<file path="config.mk">
export PLATFORM = sky130hd
export DESIGN_NAME = keypad_scanner_flat
export DESIGN_NICKNAME = d
export VERILOG_FILES = /design/src/rtl/keypad_scanner_pkg.sv /design/src/rtl/keypad_scanner_if.sv /design/src/rtl/keypad_scanner_scan_tick_gen.sv /design/src/rtl/keypad_scanner.sv /design/src/flat_wrapper.sv
export SDC_FILE = /design/constraint.sdc
export NUM_CORES = 1
export LEC_CHECK = 0
export BUFFER_PORTS_ARGS = -buffer_cell sky130_fd_sc_hd__clkbuf_2
export CORE_AREA = 2 2 112 114
export CTS_BUF_LIST = sky130_fd_sc_hd__clkbuf_8 sky130_fd_sc_hd__clkbuf_16
export DETAILED_ROUTE_END_ITERATION = 10
export DIE_AREA = 0 0 114 116
export GPL_ROUTABILITY_DRIVEN = 0
export GPL_TIMING_DRIVEN = 0
export SYNTH_ARGS = -nofsm -noshare
export SYNTH_HDL_FRONTEND = slang
export SYNTH_HIERARCHICAL = 1
export SYNTH_SLANG_ARGS = --single-unit
</file>
<file path="constraint.sdc">
create_clock -name clock_100Mhz -period 8.1 [get_ports clock_100Mhz]
set_clock_uncertainty 0.1 [all_clocks]
set_input_delay 1.62 -clock clock_100Mhz [delete_from_list [all_inputs] [get_ports clock_100Mhz]]
set_output_delay 1.62 -clock clock_100Mhz [all_outputs]
set_load 0.02 [all_outputs]
</file>
<file path="src/rtl/keypad_scanner_pkg.sv">
// Shared types and helpers for the matrix keypad scanner.
// Key codes are the snapshot bit index {col, row}.
package keypad_pkg;

  localparam int KEY_COLS = 4;
  localparam int KEY_ROWS = 4;
  localparam int DIGITS   = 8;

  typedef logic [3:0] key_code_t;

  typedef enum logic [1:0] {
    IDLE      = 2'd0,
    CANDIDATE = 2'd1,
    PRESSED   = 2'd2
  } key_state_e;

  typedef enum logic [1:0] {
    NONE  = 2'd0,
    KEY   = 2'd1,
    GHOST = 2'd2
  } sweep_e;

  function automatic logic [4:0] count_ones(input logic [15:0] v);
    logic [4:0] n;
    n = 5'd0;
    for (int i = 0; i < 16; i++) begin
      n = n + {4'd0, v[i]};
    end
    return n;
  endfunction

  // Only meaningful when exactly one bit is set.
  function automatic key_code_t first_set(input logic [15:0] v);
    key_code_t idx;
    idx = 4'd0;
    for (int i = 0; i < 16; i++) begin
      if (v[i]) begin
        idx = key_code_t'(i);
      end
    end
    return idx;
  endfunction

endpackage

</file>
<file path="src/rtl/keypad_scanner_if.sv">
// Key event handshake plus the digit history that feeds the display driver.
interface keypad_scanner_if;
  import keypad_pkg::*;

  key_code_t               key_code;
  logic                    key_valid;
  logic                    key_ready;
  logic                    key_overrun;
  logic [DIGITS-1:0][3:0]  digits;

  modport master (
    output key_code,
    output key_valid,
    output key_overrun,
    output digits,
    input  key_ready
  );

  modport slave (
    input  key_code,
    input  key_valid,
    input  key_overrun,
    input  digits,
    output key_ready
  );
endinterface

</file>
<file path="src/rtl/keypad_scanner_scan_tick_gen.sv">
// Free-running divider: one-cycle tick every SCAN_DIV clocks.
// Shared by any slow-strobe input scanner.
module scan_tick_gen #(
  parameter int SCAN_DIV = 100_000
) (
  input  logic clock_100Mhz,
  input  logic reset,
  output logic tick
);
  localparam int CW = (SCAN_DIV > 1) ? $clog2(SCAN_DIV) : 1;
  localparam logic [CW-1:0] LAST = CW'(SCAN_DIV - 1);

  logic [CW-1:0] count_r;

  // Divider counter, wraps silently at SCAN_DIV-1
  always_ff @(posedge clock_100Mhz or posedge reset) begin
    if (reset) begin
      count_r <= '0;
    end else if (count_r == LAST) begin
      count_r <= '0;
    end else begin
      count_r <= count_r + CW'(1);
    end
  end

  assign tick = (count_r == LAST);
endmodule

</file>
<file path="src/rtl/keypad_scanner.sv">
// Scans a 4x4 active-low keypad, debounces whole sweeps and delivers decoded
// hex keys on a valid/ready handshake plus an 8-digit history register.
module keypad_scanner
  import keypad_pkg::*;
#(
  parameter int SCAN_DIV       = 100_000,
  parameter int DEBOUNCE_SCANS = 8
) (
  input  logic             clock_100Mhz,
  input  logic             reset,
  input  logic [3:0]       row_n,
  output logic [3:0]       col_n,
  keypad_scanner_if.master key
);
  localparam int DW = $clog2(DEBOUNCE_SCANS + 1);
  localparam logic [DW-1:0] DB_LAST = DW'(DEBOUNCE_SCANS - 1);

  logic [3:0]             row_meta_r;
  logic [3:0]             row_sync_r;
  logic                   tick_s;
  logic [1:0]             col_r;
  logic [3:0]             col_n_r;
  logic [15:0]            snap_r;
  logic [15:0]            snap_full_s;
  logic [4:0]             ones_s;
  logic                   sweep_done_s;
  sweep_e                 sweep_s;
  key_code_t              code_s;

  key_state_e             state_r, state_next_s;
  key_code_t              cand_r, cand_next_s;
  logic [DW-1:0]          cnt_r, cnt_next_s;
  logic [DW-1:0]          rel_r, rel_next_s;
  logic                   emit_s;

  key_code_t              key_code_r;
  logic                   key_valid_r;
  logic                   key_overrun_r;
  logic [DIGITS-1:0][3:0] digits_r;
  logic                   accept_s;

  // Two-flop synchronizer for the asynchronous row lines
  always_ff @(posedge clock_100Mhz or posedge reset) begin
    if (reset) begin
      row_meta_r <= 4'hF;
      row_sync_r <= 4'hF;
    end else begin
      row_meta_r <= row_n;
      row_sync_r <= row_meta_r;
    end
  end

  scan_tick_gen #(.SCAN_DIV(SCAN_DIV)) u_tick (
    .clock_100Mhz (clock_100Mhz),
    .reset        (reset),
    .tick         (tick_s)
  );

  // Column strobe rotation and snapshot capture on each tick
  always_ff @(posedge clock_100Mhz or posedge reset) begin
    if (reset) begin
      col_r   <= 2'd0;
      col_n_r <= 4'b1110;
      snap_r  <= 16'h0000;
    end else if (tick_s) begin
      col_r   <= col_r + 2'd1;
      col_n_r <= {col_n_r[2:0], col_n_r[3]};
      snap_r  <= snap_full_s;
    end
  end

  // Decode includes the column being captured this cycle, so the result is
  // ready on the completing tick itself.
  always_comb begin
    snap_full_s = snap_r;
    snap_full_s[{col_r, 2'b00} +: 4] = ~row_sync_r;
    ones_s = count_ones(snap_full_s);
    code_s = first_set(snap_full_s);
    if (ones_s == 5'd0) begin
      sweep_s = NONE;
    end else if (ones_s == 5'd1) begin
      sweep_s = KEY;
    end else begin
      sweep_s = GHOST;
    end
  end

  assign sweep_done_s = tick_s && (col_r == 2'd3);

  // Debounce state register
  always_ff @(posedge clock_100Mhz or posedge reset) begin
    if (reset) begin
      state_r <= IDLE;
      cand_r  <= 4'h0;
      cnt_r   <= '0;
      rel_r   <= '0;
    end else begin
      state_r <= state_next_s;
      cand_r  <= cand_next_s;
      cnt_r   <= cnt_next_s;
      rel_r   <= rel_next_s;
    end
  end

  // Debounce next-state, evaluated once per completed sweep
  always_comb begin
    state_next_s = state_r;
    cand_next_s  = cand_r;
    cnt_next_s   = cnt_r;
    rel_next_s   = rel_r;
    emit_s       = 1'b0;
    if (sweep_done_s) begin
      case (state_r)
        IDLE: begin
          if (sweep_s == KEY) begin
            state_next_s = CANDIDATE;
            cand_next_s  = code_s;
            cnt_next_s   = DW'(1);
          end else begin
            state_next_s = IDLE;
          end
        end
        CANDIDATE: begin
          if ((sweep_s == KEY) && (code_s == cand_r)) begin
            cnt_next_s = cnt_r + DW'(1);
            if (cnt_r == DB_LAST) begin
              emit_s       = 1'b1;
              state_next_s = PRESSED;
              rel_next_s   = '0;
            end else begin
              state_next_s = CANDIDATE;
            end
          end else begin
            state_next_s = IDLE;
            cnt_next_s   = '0;
          end
        end
        PRESSED: begin
          if (sweep_s == NONE) begin
            if (rel_r == DB_LAST) begin
              state_next_s = IDLE;
              rel_next_s   = '0;
              cnt_next_s   = '0;
            end else begin
              rel_next_s = rel_r + DW'(1);
            end
          end else begin
            rel_next_s = '0;
          end
        end
        default: begin
          state_next_s = IDLE;
          cnt_next_s   = '0;
          rel_next_s   = '0;
        end
      endcase
    end else begin
      state_next_s = state_r;
    end
  end

  assign accept_s = key_valid_r && key.key_ready;

  // Event delivery: an accept on the same edge frees the slot for a new event
  always_ff @(posedge clock_100Mhz or posedge reset) begin
    if (reset) begin
      key_code_r    <= 4'h0;
      key_valid_r   <= 1'b0;
      key_overrun_r <= 1'b0;
      digits_r      <= '0;
    end else if (emit_s && (!key_valid_r || accept_s)) begin
      key_code_r    <= cand_r;
      key_valid_r   <= 1'b1;
      key_overrun_r <= 1'b0;
      digits_r      <= {digits_r[DIGITS-2:0], cand_r};
    end else if (emit_s) begin
      key_overrun_r <= 1'b1;
    end else if (accept_s) begin
      key_valid_r   <= 1'b0;
      key_overrun_r <= 1'b0;
    end
  end

  assign col_n           = col_n_r;
  assign key.key_code    = key_code_r;
  assign key.key_valid   = key_valid_r;
  assign key.key_overrun = key_overrun_r;
  assign key.digits      = digits_r;
endmodule

</file>
<file path="src/flat_wrapper.sv">
// flat-port wrapper written by rule: the top's interface ports become plain ports
module keypad_scanner_flat import keypad_pkg::*;
#(
  parameter int SCAN_DIV       = 100_000,
  parameter int DEBOUNCE_SCANS = 8
)
  (clock_100Mhz, reset, row_n, col_n, key_key_code, key_key_valid, key_key_overrun, key_digits, key_key_ready);
  keypad_scanner_if key_i ();
  input  logic clock_100Mhz;
  input  logic reset;
  input  logic [3:0] row_n;
  output logic [3:0] col_n;
  output wire logic [$bits(key_i.key_code)-1:0] key_key_code;
  output wire logic [$bits(key_i.key_valid)-1:0] key_key_valid;
  output wire logic [$bits(key_i.key_overrun)-1:0] key_key_overrun;
  output wire logic [$bits(key_i.digits)-1:0] key_digits;
  input wire logic [$bits(key_i.key_ready)-1:0] key_key_ready;
  assign key_key_code = key_i.key_code;
  assign key_key_valid = key_i.key_valid;
  assign key_key_overrun = key_i.key_overrun;
  assign key_digits = key_i.digits;
  assign key_i.key_ready = key_key_ready;
  keypad_scanner #(.SCAN_DIV(SCAN_DIV), .DEBOUNCE_SCANS(DEBOUNCE_SCANS)) u_core (.clock_100Mhz(clock_100Mhz), .reset(reset), .row_n(row_n), .col_n(col_n), .key(key_i));
endmodule
</file>
== Word-level counts from Yosys, hierarchy flattened ==
Index checks and enable logic that the tools add are counted.

* Bits in registers: 95
* Latch bits: 0
* Memory bits (writable): 0
* Memory bits (read-only): 0
* Bits of input ports: 7
* Output and inout bits: 42
* Memories kept: 0

* Add/sub/neg operators: 20
* Multipliers: 0
* Div/mod/pow operators: 0
* Order comparisons: 0
* Equal/unequal tests: 15
* Shift operators: 2
* Multiplexer cells: 44
* Bitwise logic cells: 2
* Reduce and logical (&&, ||, !) cells: 16

{| class="wikitable"
|+ Operators by type and width
! cell !! number
|-
| adder 5 x 1 -> 5 bit || 14
|-
| two-way mux 4 bit || 16
|-
| one-hot mux 4 bit (3 select lines) || 2
|-
| adder 17 x 1 -> 17 bit (second input constant) || 1
|-
| == test 17 bit (second input constant) || 1
|-
| two-way mux 17 bit || 1
|-
| bitwise mux 16 bit || 1
|-
| two-way mux 2 bit || 8
|-
| variable shift 4 x 6 -> 16 bit (first input constant) || 1
|-
| indexed part select 4 x 6 -> 16 bit || 1
|-
| two-way mux 3 bit || 4
|-
| two-way mux 1 bit || 11
|-
| inequality test 2 x 1 -> 1 bit (second input constant) || 5
|-
| adder 4 x 1 -> 4 bit (second input constant) || 2
|-
| == test 4 x 3 -> 1 bit (second input constant) || 2
|-
| AND reduction 4 bit || 2
|-
| negator 4 -> 6 bit || 1
|-
| one-hot mux 2 bit (3 select lines) || 1
|-
| AND reduction 3 bit || 2
|-
| == test 5 x 1 -> 1 bit (second input constant) || 1
|-
| logical NOT 5 bit || 1
|-
| == test 2 x 1 -> 1 bit (second input constant) || 2
|-
| == test 2 bit (second input constant) || 2
|-
| == test 4 bit || 1
|-
| other kinds (12) || 16
|}

== Longest topological paths before layout ==
Gate-level depths: netlist (run 1).

* Depth in word-level cells: 29
* Mapped depth: 23

== Modules after synthesis ==
Netlist (run 1), hierarchy kept.

{| class="wikitable"
|+ By module, submodules not included
! module !! instances !! cells an instance !! area each (um^2) !! sequential area each (um^2)
|-
| keypad_scanner || 1 || 402 || 4438.0 || 1965.6
|-
| scan_tick_gen || 1 || 75 || 825.8 || 425.4
|}

== Least setup slack after synthesis (run 1) ==
No wires, ideal clock.

* Path type: reg2reg
* Start: register u_core.col_r[0]
* End: register u_core.digits_r (netlist bit u_core/key.digits[0])
* Library setup time: 0.125 ns
* Arrival time: 6.217 ns
* Path slack: 1.658 ns
* Cell stages (with the launch flop): 22
* Period minus slack after synthesis: 6.442 ns
* Cells stage by stage: dfrtp_1 > buf_6 > inv_1 > ha_1 > buf_6 > and2_1 > a31oi_1 > inv_1 > fa_1 > inv_1 > fa_1 > inv_1 > fa_1 > fa_1 > ha_1 > fa_1 > or3_1 > nor3b_1 > o211ai_1 > nor4_4 > buf_6 > mux2_4

* Elaborated cells on any way between the ends: 47

{| class="wikitable"
|+ RTL lines
! what !! RTL line !! text
|-
| start, declared || keypad_scanner.sv:21 || <nowiki>logic [1:0] col_r;</nowiki>
|-
| start signal, assigned || keypad_scanner.sv:66 || <nowiki>col_r <= col_r + 2'd1;</nowiki>
|-
| negator 4 -> 6 bit * || keypad_scanner.sv:76 || <nowiki>snap_full_s[{col_r, 2'b00} +: 4] = ~row_sync_r;</nowiki>
|-
| indexed part select 4 x 6 -> 16 bit / variable shift 4 x 6 -> 16 bit (equally long branches) || keypad_scanner.sv:76 ||
|-
| bitwise mux 16 bit * || keypad_scanner.sv:76 ||
|-
| via u_core.snap_full_s[7] || keypad_scanner.sv:24 || <nowiki>logic [15:0] snap_full_s;</nowiki>
|-
| adder 5 x 1 -> 5 bit (9 in a row) || keypad_scanner_pkg.sv:27 || <nowiki>n = n + {4'd0, v[i]};</nowiki>
|-
| == test 5 x 1 -> 1 bit || keypad_scanner.sv:81 || <nowiki>end else if (ones_s == 5'd1) begin</nowiki>
|-
| two-way mux 2 bit || keypad_scanner.sv:81 ||
|-
| two-way mux 2 bit || keypad_scanner.sv:79 || <nowiki>if (ones_s == 5'd0) begin</nowiki>
|-
| == test 2 x 1 -> 1 bit || keypad_scanner.sv:124 || <nowiki>if ((sweep_s == KEY) && (code_s == cand_r)) begin</nowiki>
|-
| logical AND 1 bit * || keypad_scanner.sv:124 ||
|-
| two-way mux 1 bit * || keypad_scanner.sv:124 ||
|-
| two-way mux 1 bit * || keypad_scanner.sv:113 || <nowiki>case (state_r)</nowiki>
|-
| two-way mux 1 bit * || keypad_scanner.sv:112 || <nowiki>if (sweep_done_s) begin</nowiki>
|-
| logical AND 1 bit * || keypad_scanner.sv:171 || <nowiki>end else if (emit_s && (!key_valid_r || accept_s)) begin</nowiki>
|-
| end signal, assigned || keypad_scanner.sv:175 || <nowiki>digits_r <= {digits_r[DIGITS-2:0], cand_r};</nowiki>
|-
| end, declared || keypad_scanner.sv:39 || <nowiki>logic [DIGITS-1:0][3:0] digits_r;</nowiki>
|}

Mark *: on every way through the listed nets, which the timed path passes. The rest lies on a longest branch.
A chain may end at the register's enable or synchronous reset.

== Final worst setup path (run 1) ==
* Start: register u_core.col_r[0]
* End: register u_core.digits_r (netlist bit u_core/key.digits[31])

* Elaborated cells on any way between the ends: 47

{| class="wikitable"
|+ RTL lines
! what !! RTL line
|-
| negator 4 -> 6 bit * || keypad_scanner.sv:76
|-
| indexed part select 4 x 6 -> 16 bit / variable shift 4 x 6 -> 16 bit (equally long branches) || keypad_scanner.sv:76
|-
| bitwise mux 16 bit * || keypad_scanner.sv:76
|-
| via u_core.snap_full_s[9] || keypad_scanner.sv:24
|-
| adder 5 x 1 -> 5 bit (7 in a row) || keypad_scanner_pkg.sv:27
|-
| == test 5 x 1 -> 1 bit || keypad_scanner.sv:81
|-
| two-way mux 2 bit || keypad_scanner.sv:81
|-
| two-way mux 2 bit || keypad_scanner.sv:79
|-
| == test 2 x 1 -> 1 bit || keypad_scanner.sv:124
|-
| logical AND 1 bit * || keypad_scanner.sv:124
|-
| two-way mux 1 bit * || keypad_scanner.sv:124
|-
| two-way mux 1 bit * || keypad_scanner.sv:113
|-
| two-way mux 1 bit * || keypad_scanner.sv:112
|-
| logical AND 1 bit * || keypad_scanner.sv:171
|}

Marked as above.

==> impl_metrics.ini, run 1 <==
[sta]
finalSetupViolCount = 0
post-route-worst-setup-slack_ns = 0.9302
slew_viol_final = 0
hold_viol_final = 0
slew_headroom_pct = 54.56
tns_ns = 0
tightest_slew_ns = 0.6754
max_clock_freq_mhz = 139.5
fin_crit_sh_pct = 88.52
layout_min_cycle_time_ns = 7.170
rsz0062_at_grt = no

[die]
core_area_mm2 = 0.01191
die_h_um = 116
die_area_mm2 = 0.01322
io_pins = 49
rows = 40
dieWidth_um = 114
start_util_pct = 44.19

[clock_tree]
hold_buffers = 0
cts-resized-gates = 0
insertion_delay_ns = 0.34
cts_tree = built
cts_setup_buffers = 0
cts_root_buf = clkbuf_16
clockBufferDepth = 2
cts_sinks = 95
clk_pin_slew_ns = 0.07
cts_made_buffers = 9
h-tree-depth = 3

[detailed_routing]
finalWirelength_um = 10660
firstDrtPassIters = 4
wl_per_cell_um = 15.47
ant_nets = 0
route.detailed.drc = 0
via_count = 3762
avgViaCountPerCell = 5.460
drtIter0Drc = 172

[power_and_ir_drop]
power_density_mw_per_mm2 = 151.9
max-vdd-ir-drop_mv = 0.1246
power_mw = 0.9096
p_leak_nw = 2.906

[finish]
fin_nets = 568
antenna_cells = 0
final_core_util_pct = 50.27
final_cell_mix = dfrtp_1, clkbuf_2, nor2_1
layout-drive-gt1-share_pct = 26.94
fill_cells = 1077
fin_area_mm2 = 0.005988
mostFrequentLayoutCell = dfrtp_1
area_growth_syn_to_layout_pct = 13.76

[worst_hold_path]
worstHoldStart = u_core/row_meta_r[1]$_DFF_PP1_
min_path_type = reg2reg

[grt]
grt_pass1_vias = 3666
met1_usage_pct = 23.77
use_met2_pct = 26.75
antenna_found_initial = 0
top_usage_layer = met2
grt_start_max_net_pins = 52
grt_pass1_wl_um = 17980
grtUsageMet3_pct = 4.027
track_usage_pct = 17.10
grt-ovfl-total = 0

[critical_path]
slowest_delay_ns = 0.56
cp_slowest_cell = nor3b_1
worstSetupPathType = reg2reg
worstPathCellList = buf_6 -> inv_1 -> ha_1 -> buf_6 -> nor2b_4 -> a31oi_1 -> inv_1 -> fa_1 -> inv_1 -> fa_1 -> inv_1 -> fa_1 -> fa_1 -> ha_1 -> fa_1 -> or3_1 -> nor3b_1 -> o211ai_1 -> nor4_4 -> buf_6 -> mux2_4
cp_data_arrival_time_ns = 7.30
cp-startpoint = u_core/col_r[0]$_DFFE_PP0P_
worstPathRequired_ns = 8.23
rr_startpoint = u_core/col_r[0]$_DFFE_PP0P_
start_kind = flip-flop
cp-end-kind = flip-flop
crit_top_cell = fa_1
cp_max_fo = 10

[synthesis]
ys_warn_count = 6
synth_nets = 508
seq_area_frac_synth_pct = 45.42
async_reset_ff_share_pct = 100.0
synth_area_mm2 = 0.005264
syn_avg_cell_area_um2 = 11.04
synthCells = 477
synth_edf_count = 0
synth-seq-cells = 95
synthDistinctLibCells = 75
synthFlopType = dfrtp_1

[place]
place_area_mm2 = 0.005718
portBuffers = 48
pre_cts_ws_ns = 0.9616
dp_hpwl_um = 7824

[outcome]
outcome = complete, no violations

[run]
drv_cap = 0
[cells in the mapped netlist, types with 3 or more instances]
| cell | count | area (µm²) |
|---|---|---|
| a21oi_1 | 22 | 110.1 |
| a22oi_1 | 3 | 22.52 |
| a31oi_1 | 11 | 68.82 |
| and2_1 | 4 | 25.02 |
| and3_1 | 6 | 37.54 |
| and4_1 | 4 | 35.03 |
| buf_2 | 4 | 20.02 |
| buf_4 | 4 | 30.03 |
| buf_6 | 5 | 56.30 |
| clkbuf_1 | 6 | 22.52 |
| dfrtp_1 | 84 | 2102 |
| dfstp_2 | 11 | 289.0 |
| fa_1 | 10 | 200.2 |
| ha_1 | 14 | 175.2 |
| inv_1 | 29 | 108.9 |
| mux2_2 | 9 | 101.4 |
| mux2_4 | 30 | 450.4 |
| nand2_1 | 30 | 112.6 |
| nand2b_1 | 5 | 31.28 |
| nand3_1 | 10 | 50.05 |
| nand4_1 | 7 | 43.79 |
| nor2_1 | 46 | 172.7 |
| nor2b_1 | 14 | 87.58 |
| nor3_1 | 6 | 30.03 |
| nor3b_1 | 3 | 22.52 |
| nor4_1 | 9 | 56.30 |
| o211ai_1 | 3 | 22.52 |
| o21ai_0 | 14 | 70.07 |
| xnor2_1 | 11 | 96.34 |
| xor2_1 | 6 | 52.55 |
[path summary, 6_finish.rpt]
kind                       slack [ns]  cells past startpoint                                 to
hold / removal                   0.26                      0     u_core/row_sync_r[1]$_DFF_PP1_
setup / recovery                 0.93                     21  u_core/key.digits[31]$_DFFE_PP0P_
min in group asynchronous        1.16                      2        u_core/col_n[0]$_DFFE_PP0P_
setup reg to reg                 0.93                     21  u_core/key.digits[31]$_DFFE_PP0P_
max in group asynchronous        6.17                      3  u_core/key.digits[15]$_DFFE_PP0P_
hold reg to reg                  0.26                      0     u_core/row_sync_r[1]$_DFF_PP1_
[power by group]
group          internal [mW]  switching [mW]  total [mW]
Combinational         0.0123          0.0255      0.0378
Sequential             0.478         0.00241       0.481
Clock                  0.209           0.182       0.391
[cell type report]
type                       count  area (µm²)  share of cell area, %
buffer                        20       132.6                  2.215
tap                          147       183.9                  3.071
clock inverter                 7       45.04                 0.7522
inverter                      30       115.1                  1.922
clock buffer                   9       225.2                  3.761
timing repair buffer          49       267.8                  4.471
sequential                    95        2391                  39.93
multi-input combinational    332        2628                  43.88
[layer usage]
layer,vias to the layer above,share of wire (%)
met5,-,0
met4,0,0.53
met3,4,3.6
met2,72,48
met1,1868,48
li1,1818,-
[through the flow]
step / cells / hold slack [ns]
5_1_grt: 689 / 0.2644
3_3_place_gp: 672 / 0.2462
2_1_floorplan: 477 / 0.2452
6_report: 689 / 0.2578
3_5_place_dp: 673 / 0.2472
4_1_cts: 689 / 0.2575
[kinds of logic (layout without fill, tap and decap cells)]
| logic type | count (synthesis) | in the layout | share of synthesized area (%) |
|---|---|---|---|
| compound gates | 85 | 85 | 10.96 |
| simple gates | 165 | 165 | 18.07 |
| fa+ha+maj | 24 | 24 | 7.131 |
| flops | 95 | 95 | 45.42 |
| buf+inv | 50 | 115 | 4.659 |
| xor+xnor | 17 | 17 | 2.829 |
| mux | 41 | 41 | 10.93 |
[registers in the layout (all words and copies together), names as in the netlist]
register                flops
u_core/key.digits          32
u_core/u_tick/count_r      17
u_core/snap_r              16
u_core/cand_r               4
u_core/cnt_r                4
u_core/col_n                4
u_core/rel_r                4
u_core/row_meta_r           4
u_core/row_sync_r           4
u_core/col_r                2
u_core/state_r              2
u_core/key.key_overrun      1
u_core/key.key_valid        1
[critical path, delay by kind of cell (launching register included)]
kind,cells,cell delay [ns]
buf+inv,7,0.92
mux,1,0.31
compound gates,2,0.69
fa+ha+maj,7,2.92
simple gates,4,1.58
flops,1,0.50
Note: power is estimated with default switching activity, not from simulation.
==> run 2, diff against run 1 <==
Settings changed: CORE_AREA 2 2 112 114 to 2 2 136 138, DIE_AREA 0 0 114 116 to 0 0 138 140.
==> impl_metrics.ini, run 2 (synthesis gave the netlist of run 1 again) <==
[outcome]
outcome = complete, no violations

[sta]
tns_ns = 0
hold_viol_final = 0
layout_min_cycle_time_ns = 7.193
max_clock_freq_mhz = 139.0
slew_viol_final = 0
tightest_slew_ns = 0.6758
hold_ws_ns = 0.2563
finalSetupViolCount = 0
fin_crit_sh_pct = 88.80
slew_headroom_pct = 54.85
rsz0062_at_grt = no

[critical_path]
cp-end-kind = flip-flop
crit_buf_inv = 7
worstPathCellList = buf_6 -> inv_1 -> ha_1 -> buf_6 -> and2_1 -> a31oi_1 -> inv_1 -> fa_1 -> inv_1 -> fa_1 -> inv_1 -> fa_1 -> fa_1 -> ha_1 -> fa_1 -> or3_1 -> nor3b_1 -> o211ai_1 -> nor4_4 -> buf_6 -> mux2_4
cp_data_arrival_time_ns = 7.34
cp_slowest_cell = nor3b_1
crit_top_cell = fa_1
worstSetupPathType = reg2reg
path_delay_family = adder cells
slowest_delay_ns = 0.58
start_kind = flip-flop
worstPathRequired_ns = 8.24
cp_max_fo = 10

[place]
portBuffers = 48
place_inst = 755
dp_hpwl_um = 8314

[finish]
area_growth_syn_to_layout_pct = 16.23
largest_reg_flops = 32
antenna_cells = 0
fill_cells = 1774
mostFrequentLayoutCell = dfrtp_1
final_cells = 771
final_cell_mix = dfrtp_1, clkbuf_2, nor2_1
final_core_util_pct = 34.41
layout-drive-gt1-share_pct = 27.12
fin_nets = 568

[clock_tree]
cts_setup_buffers = 0
clk_pin_slew_ns = 0.07
hold_buffers = 0
clockBufferDepth = 2
cts_tree = built
h-tree-depth = 3
cts_made_buffers = 9
cts-resized-gates = 0
insertion_delay_ns = 0.36
cts_root_buf = clkbuf_16
cts_sinks = 95

[detailed_routing]
ant_nets = 0
firstDrtPassIters = 5
drtIter0Drc = 228
route.detailed.drc = 0
finalWirelength_um = 11150
wl_per_cell_um = 14.46
avgViaCountPerCell = 4.926
via_count = 3798

[worst_hold_path]
min_path_type = reg2reg

[die]
die_area_mm2 = 0.01932
io_pins = 49
rows = 49
dieWidth_um = 138
core_area_mm2 = 0.01778
die_h_um = 140
start_util_pct = 29.61

[power_and_ir_drop]
p_leak_nw = 2.909
pwr-share-seq_pct = 51.1
combPwrFrac_pct = 4.0
sw_frac_of_total_pct = 24.62
p_int_mw = 0.7089
power_mw = 0.9404
power.switching_mw = 0.2315
clkPwrFrac_pct = 44.9
power_density_mw_per_mm2 = 153.7
max-vdd-ir-drop_mv = 0.1001

[grt]
grt_pass1_vias = 3856
grt_start_max_net_pins = 53
grt_pass1_wl_um = 18550
track_usage_pct = 11.83
grt-ovfl-total = 0
antenna_found_initial = 0

[run]
drv_cap = 0
[run 2: stage by stage]
stage                     instance area [µm²]  worst slack (ns)
final                                    6118            0.9075
after global routing                     6118            0.6149
after CTS                                6118            0.9086
after detailed placement                 5821            0.9453
after global placement                   5791             1.037
after floorplan                          5264             1.658
[run 2: power groups by stage]
stage,combinational [mW],clock [mW],sequential (mW)
3_5_place_dp,0.0387,0,0.490
4_1_cts,0.0390,0.437,0.481
6_report,0.0377,0.422,0.481
3_3_place_gp,0.0355,0,0.490
5_1_grt,0.0439,0.460,0.481
2_1_floorplan,0.0261,0,0.489
[run 2: worst reg2reg max path: cells and delay by family (launching register included)]
| kind | cells | cell delay [ns] |
|---|---|---|
| DFF | 1 | 0.50 |
| AOI/OAI and AO/OA | 2 | 0.65 |
| muxes | 1 | 0.32 |
| and+or+nand+nor | 4 | 1.62 |
| buffers and inverters | 7 | 0.92 |
| adders and majority gates | 7 | 2.99 |
[run 2: layout make-up]
cell class | count | area, µm² | share of cell area [%]
plain buffers | 20 | 132.6 | 2.168
clock buffers | 9 | 225.2 | 3.681
clock inverters | 7 | 72.57 | 1.186
inverters | 30 | 115.1 | 1.881
multi-input cells | 332 | 2628 | 42.94
flip-flops and latches | 95 | 2391 | 39.08
well taps | 229 | 286.5 | 4.683
repair buffers | 49 | 267.8 | 4.376
[run 2: routing by layer]
layer	track usage [%]	up-vias	share of wire [%]
li1	-	1819	-
met1	14.73	1900	46
met2	19.52	68	49
met3	3.009	11	3.5
met4	5.209	0	1.5
met5	0	-	0
[run 2: path summary, 6_finish.rpt]
kind / start / end / slack (ns) / cells after the start
min in group asynchronous: reset / u_core/col_n[0]$_DFFE_PP0P_ / 1.15 / 2
setup / recovery: u_core/col_r[0]$_DFFE_PP0P_ / u_core/key.digits[7]$_DFFE_PP0P_ / 0.91 / 21
max in group asynchronous: reset / u_core/key.digits[4]$_DFFE_PP0P_ / 6.18 / 3
setup reg to reg: u_core/col_r[0]$_DFFE_PP0P_ / u_core/key.digits[7]$_DFFE_PP0P_ / 0.91 / 21
hold / removal: u_core/row_meta_r[0]$_DFF_PP1_ / u_core/row_sync_r[0]$_DFF_PP1_ / 0.26 / 0
hold reg to reg: u_core/row_meta_r[0]$_DFF_PP1_ / u_core/row_sync_r[0]$_DFF_PP1_ / 0.26 / 0
